[config.mk]
export PLATFORM = sky130hd
export DESIGN_NAME = centroid_divider_seq
export DESIGN_NICKNAME = d
export VERILOG_FILES = /design/src/rtl/centroid_divider_seq.sv
export SDC_FILE = /design/constraint.sdc
export NUM_CORES = 2
export LEC_CHECK = 0
export ABC_CLOCK_PERIOD_IN_PS = 20000
export BUFFER_PORTS_ARGS = -buffer_cell sky130_fd_sc_hd__buf_2
export CAP_MARGIN = 20
export CORE_AREA = 2 2 336 338
export DETAILED_ROUTE_END_ITERATION = 16
export DIE_AREA = 0 0 338 340
export PLACE_DENSITY = 0.76
export RECOVER_POWER = 50
export SKIP_LAST_GASP = 1
export SYNTH_ARGS = -nofsm -noshare
export SYNTH_HDL_FRONTEND = slang
export SYNTH_SLANG_ARGS = --single-unit
[constraint.sdc]
create_clock -name clk_i -period 20 [get_ports clk_i]
set_input_delay 3 -clock clk_i [delete_from_list [all_inputs] [get_ports clk_i]]
set_output_delay 3 -clock clk_i [all_outputs]
set_load 0.03 [all_outputs]
[src/rtl/centroid_divider_seq.sv]
// centroid_divider_seq
// Time-multiplexed unsigned divider array for the k-means centroid update.
// One shared restoring divider is applied in turn to each enabled channel,
// lowest index first. Every channel gets a registered quotient and a
// divide-by-zero flag.
//
// Ports
//   clk_i        rising-edge clock
//   reset_ni     asynchronous active-low reset
//   ce_i         clock enable; low freezes every register
//   start_i      job request, accepted only in IDLE
//   en_i         channel enable mask, captured with start
//   dividend_i   flattened dividends, channel i at [i*DIVIDEND_W +: DIVIDEND_W]
//   divisor_i    flattened divisors, channel i at [i*DIVISOR_W +: DIVISOR_W]
//   busy_o       job in progress (LOAD/DIV)
//   done_o       one-cycle completion pulse (stretched while ce_i is low)
//   all_ready_o  every quotient is valid; held until the next accepted start
//   q_o          flattened quotients, same packing as dividend_i
//   dz_o         per-channel divide-by-zero flag
//
// state | meaning
// IDLE  | waiting for start; results held
// LOAD  | pick lowest pending channel; zero divisor resolved here
// DIV   | DIVIDEND_W restoring steps on the current channel
// DONE  | done pulse, all_ready set, back to IDLE
module centroid_divider_seq #(
    parameter int CHANNELS   = 16,
    parameter int DIVIDEND_W = 20,
    parameter int DIVISOR_W  = 12
) (
    input  logic                             clk_i,
    input  logic                             reset_ni,
    input  logic                             ce_i,
    input  logic                             start_i,
    input  logic [CHANNELS-1:0]              en_i,
    input  logic [CHANNELS*DIVIDEND_W-1:0]   dividend_i,
    input  logic [CHANNELS*DIVISOR_W-1:0]    divisor_i,
    output logic                             busy_o,
    output logic                             done_o,
    output logic                             all_ready_o,
    output logic [CHANNELS*DIVIDEND_W-1:0]   q_o,
    output logic [CHANNELS-1:0]              dz_o
);

    localparam int IW = (CHANNELS > 1) ? $clog2(CHANNELS) : 1;
    localparam int CW = (DIVIDEND_W > 1) ? $clog2(DIVIDEND_W) : 1;

    typedef enum logic [1:0] {S_IDLE, S_LOAD, S_DIV, S_DONE} state_t;

    state_t                           state_q;
    logic                             busy_q, done_q, all_ready_q;
    logic [CHANNELS*DIVIDEND_W-1:0]   q_q;
    logic [CHANNELS-1:0]              dz_q;
    logic [CHANNELS-1:0]              pending_q;
    logic [CHANNELS*DIVIDEND_W-1:0]   dvd_q;
    logic [CHANNELS*DIVISOR_W-1:0]    dvs_q;
    logic [DIVISOR_W:0]               rem_q;
    logic [DIVIDEND_W-1:0]            qsh_q;
    logic [CW-1:0]                    cnt_q;

    logic [CHANNELS-1:0]              cur_oh;
    logic [CHANNELS-1:0]              pending_rest;
    logic [IW-1:0]                    cur_idx;
    logic [DIVIDEND_W-1:0]            cur_dvd;
    logic [DIVISOR_W-1:0]             cur_dvs;
    logic [DIVISOR_W+1:0]             shifted;
    logic [DIVISOR_W+1:0]             trial;
    logic                             q_bit;
    logic [DIVISOR_W:0]               rem_d;
    logic [DIVIDEND_W-1:0]            qsh_d;

    // The current channel is the lowest set bit of pending; it stays pending
    // until its quotient is written, so the same selection serves LOAD and DIV.
    always_comb begin
        cur_oh       = pending_q & (~pending_q + CHANNELS'(1));
        pending_rest = pending_q & ~cur_oh;
        cur_idx      = '0;
        for (int i = 0; i < CHANNELS; i++) begin
            if (cur_oh[i]) cur_idx = IW'(i);
        end
        cur_dvd = dvd_q[cur_idx*DIVIDEND_W +: DIVIDEND_W];
        cur_dvs = dvs_q[cur_idx*DIVISOR_W +: DIVISOR_W];
    end

    // Restoring step: a borrow out of the trial subtraction (top bit set)
    // means the divisor did not fit, so the shifted remainder is kept.
    always_comb begin
        shifted = {rem_q, qsh_q[DIVIDEND_W-1]};
        trial   = shifted - {2'b00, cur_dvs};
        q_bit   = ~trial[DIVISOR_W+1];
        rem_d   = q_bit ? trial[DIVISOR_W:0] : shifted[DIVISOR_W:0];
        qsh_d   = {qsh_q[DIVIDEND_W-2:0], q_bit};
    end

    always_ff @(posedge clk_i or negedge reset_ni) begin
        if (!reset_ni) begin
            state_q     <= S_IDLE;
            busy_q      <= 1'b0;
            done_q      <= 1'b0;
            all_ready_q <= 1'b0;
            q_q         <= '0;
            dz_q        <= '0;
            pending_q   <= '0;
            dvd_q       <= '0;
            dvs_q       <= '0;
            rem_q       <= '0;
            qsh_q       <= '0;
            cnt_q       <= '0;
        end else if (ce_i) begin
            case (state_q)
                S_IDLE: begin
                    if (start_i) begin
                        dvd_q     <= dividend_i;
                        dvs_q     <= divisor_i;
                        pending_q <= en_i;
                        q_q       <= '0;
                        dz_q      <= '0;
                        if (en_i == '0) begin
                            state_q     <= S_DONE;
                            done_q      <= 1'b1;
                            all_ready_q <= 1'b1;
                        end else begin
                            state_q     <= S_LOAD;
                            busy_q      <= 1'b1;
                            all_ready_q <= 1'b0;
                        end
                    end
                end
                S_LOAD: begin
                    if (cur_dvs == '0) begin
                        q_q[cur_idx*DIVIDEND_W +: DIVIDEND_W] <= '1;
                        dz_q[cur_idx] <= 1'b1;
                        pending_q     <= pending_rest;
                        if (pending_rest == '0) begin
                            state_q     <= S_DONE;
                            done_q      <= 1'b1;
                            all_ready_q <= 1'b1;
                            busy_q      <= 1'b0;
                        end
                    end else begin
                        rem_q   <= '0;
                        qsh_q   <= cur_dvd;
                        cnt_q   <= CW'(DIVIDEND_W - 1);
                        state_q <= S_DIV;
                    end
                end
                S_DIV: begin
                    rem_q <= rem_d;
                    qsh_q <= qsh_d;
                    if (cnt_q == '0) begin
                        q_q[cur_idx*DIVIDEND_W +: DIVIDEND_W] <= qsh_d;
                        pending_q <= pending_rest;
                        if (pending_rest == '0) begin
                            state_q     <= S_DONE;
                            done_q      <= 1'b1;
                            all_ready_q <= 1'b1;
                            busy_q      <= 1'b0;
                        end else begin
                            state_q <= S_LOAD;
                        end
                    end else begin
                        cnt_q <= cnt_q - CW'(1);
                    end
                end
                S_DONE: begin
                    done_q  <= 1'b0;
                    state_q <= S_IDLE;
                end
                default: state_q <= S_IDLE;
            endcase
        end
    end

    assign busy_o      = busy_q;
    assign done_o      = done_q;
    assign all_ready_o = all_ready_q;
    assign q_o         = q_q;
    assign dz_o        = dz_q;

endmodule

==> flow_summary.ini <==
[floorplanning]
boundaryPins = 871
die_w_um = 338
die_h_um = 340
initial_core_util_pct = 42.4
core_area_sq_mm = 0.112
num_rows = 123
die-area_sq_mm = 0.115

[sta]
skew_ps = 59.8
rsz0062_at_grt = false
max_freq_mhz = 80.6
slew_headroom_pct = -333
period_needed_ps = 12400
setup_tns_ps = 0
setup_viol = 0
slew_viol_final = 630
worst_pin_slew_ps = 6500
finalCritPeriodShare_pct = 62.0
hold_viol_final = 0

[setup_path]
required_ps = 20860
endpoint_kind = async pin
ff2ff_path_depth = 15
crit_type = primary input to async pin
startpoint_type = primary input
crit_path_max_fanout = 118
arrival_ps = 13260

[place]
io_buffer_count = 870
hpwl_um = 135000
gp_congestion = 1.01
dp.cells = 6642
placed_area_sq_mm = 0.0528

[synthesis]
synth.area.top_cells = dfrtp_1 48%, mux2_2 12%, nand2_1 3.8%
synth.cell_area_sq_mm = 0.0473
synth_ff_type = dfrtp_1
syn_avg_cell_area_sq_um = 10.3
yosysWarnings = 0
synth_cells = 4579
async_flop_share_pct = 100
synth.ff_latch_count = 907
synth_top_cell_area_share_pct = 48.0
synth_most_common_cell = dfrtp_1
synth_nets = 5142
synth_top_cell_by_area = dfrtp_1
synth.yosys.seq_area_share_pct = 48.0
synth_commonest_cells = 907 x dfrtp_1, 523 x mux2_2, 482 x nand2_1
synthDistinctLibCells = 92
synth_edf_count = 0

[clock_tree]
cts.clk_slew.worst_paths_ps = 60
clockBufferDepth = 3
cts_resized = 0
cts-root-buf = clkbuf_16
htree_levels = 3
numClockSinks = 907
cts_buffers = 98
post-cts-setup-buffers = 0
cts_tree = built
holdBufCountCts = 0
clk_latency_ps = 740

[global_routing]
grt_util_all_layers_pct = 32.3
met3_usage_pct = 7.24
top_usage_layer = met2
antenna_found_initial = 51
use_met2_pct = 51.8
grt_max_degree = 152
grtUsageMet1_pct = 39.9
overflow = 0
grt_pass1_vias = 42117
grt_first_pass_wirelength_um = 278000

[route]
drt-total-wl_um = 192000
ant_nets = 0
routed-via-count = 43053
wl_per_cell_um = 28.0
drc = 0
drt_iter0_drc = 4857
firstDrtPassIters = 10
viasPerCell = 6.28

[min_path]
min_path_type = register to register
min_delay_path_depth = 1

[status]
outcome = finished with violations
violations = max-capacitance violations, max-slew violations

[final_layout]
instances_no_fill = 6859
final_layout_size_suffix_gt1_share_pct = 26.7
design_area_sq_mm = 0.0557
syn_to_final_growth_pct = 17.9
fin_nets = 5811

[flow_run]
maxCapViolations = 9
==> path summary, 6_finish.rpt <==
path / startpoint / end / slack, ps
min: q_o[63]$_DFFE_PN0P_ / q_o[63]$_DFFE_PN0P_ / 500
min reg2reg: q_o[63]$_DFFE_PN0P_ / q_o[63]$_DFFE_PN0P_ / 500
min in group asynchronous: reset_ni / dvd_q[107]$_DFFE_PN0P_ / 4710
max in group clk_i: ce_i / dvs_q[179]$_DFFE_PN0P_ / 10900
max: reset_ni / q_o[111]$_DFFE_PN0P_ / 7600
max reg2reg: pending_q[0]$_DFFE_PN0P_ / q_o[299]$_DFFE_PN0P_ / 11220
==> state kept, by name (all words and copies together) (netlist names) <==
| name | count |
|---|---|
| qsh_q | 20 |
| state_q | 2 |
| dvs_q | 192 |
| all_ready_o | 1 |
| dvd_q | 320 |
| done_o | 1 |
| cnt_q | 5 |
| pending_q | 16 |
| rem_q | 13 |
| busy_o | 1 |
| q_o | 320 |
| dz_o | 16 |
==> kinds of logic after synthesis <==
kind of cell | share of synthesized area [%]
flip-flops | 48.0
XOR/XNOR | 0.241
AO/OA/AOI/OAI | 19.5
multiplexers | 14.4
AND/OR/NAND/NOR | 11.8
adder cells (fa/ha/maj) | 0.937
buffers and inverters | 5.15
==> cell usage in the layout, fill, tap and decap left out, drive strengths merged, types with 37 or more instances in the layout <==
cell type	instances
o21ai	274
a2111oi	37
a211oi	54
a2bb2oi	50
a21oi	170
nor2	139
clkbuf	492
a221oi	189
mux2	537
and3	50
buf	619
inv	212
mux2i	58
dfrtp	907
nor3	120
diode	38
nand3	224
nand2	483
a31oi	106
==> metal layers <==
layer	routed length, um	share of wire (%)
met1	71000	37
met3	18400	9.6
met4	13100	6.8
met2	89000	46
met5	175	0.091
==> cell type report <==
class                      count  area, sq um
inverter                     209          793
antenna                       38         95.1
timing repair buffer         969         4720
multi-input combinational   3063        22300
fill                       10207        55900
tap                         1500         1880
sequential                   907        22700
clock buffer                 142         2780
clock inverter                31          410
==> worst max-delay path, stage by stage <==
cell and delay, ps:
clkbuf_1 4450, clkbuf_1 2170, clkbuf_1 2370, buf_4 720, buf_16 300
==> metrics by stage <==
stage / hold WS (ps) / worst slack, ps / utilization [%]
2_1_floorplan: 459 / 12970 / -
3_3_place_gp: 469 / 11620 / 47.3
3_5_place_dp: 476 / 11400 / 47.3
4_1_cts: 489 / 11400 / 50.2
5_1_grt: 513 / 5830 / 49.9
6_report: 495 / 7600 / 49.9
Power is not shown: default switching activity piles up to over one toggle a cycle in this logic, so the estimate is an artifact.
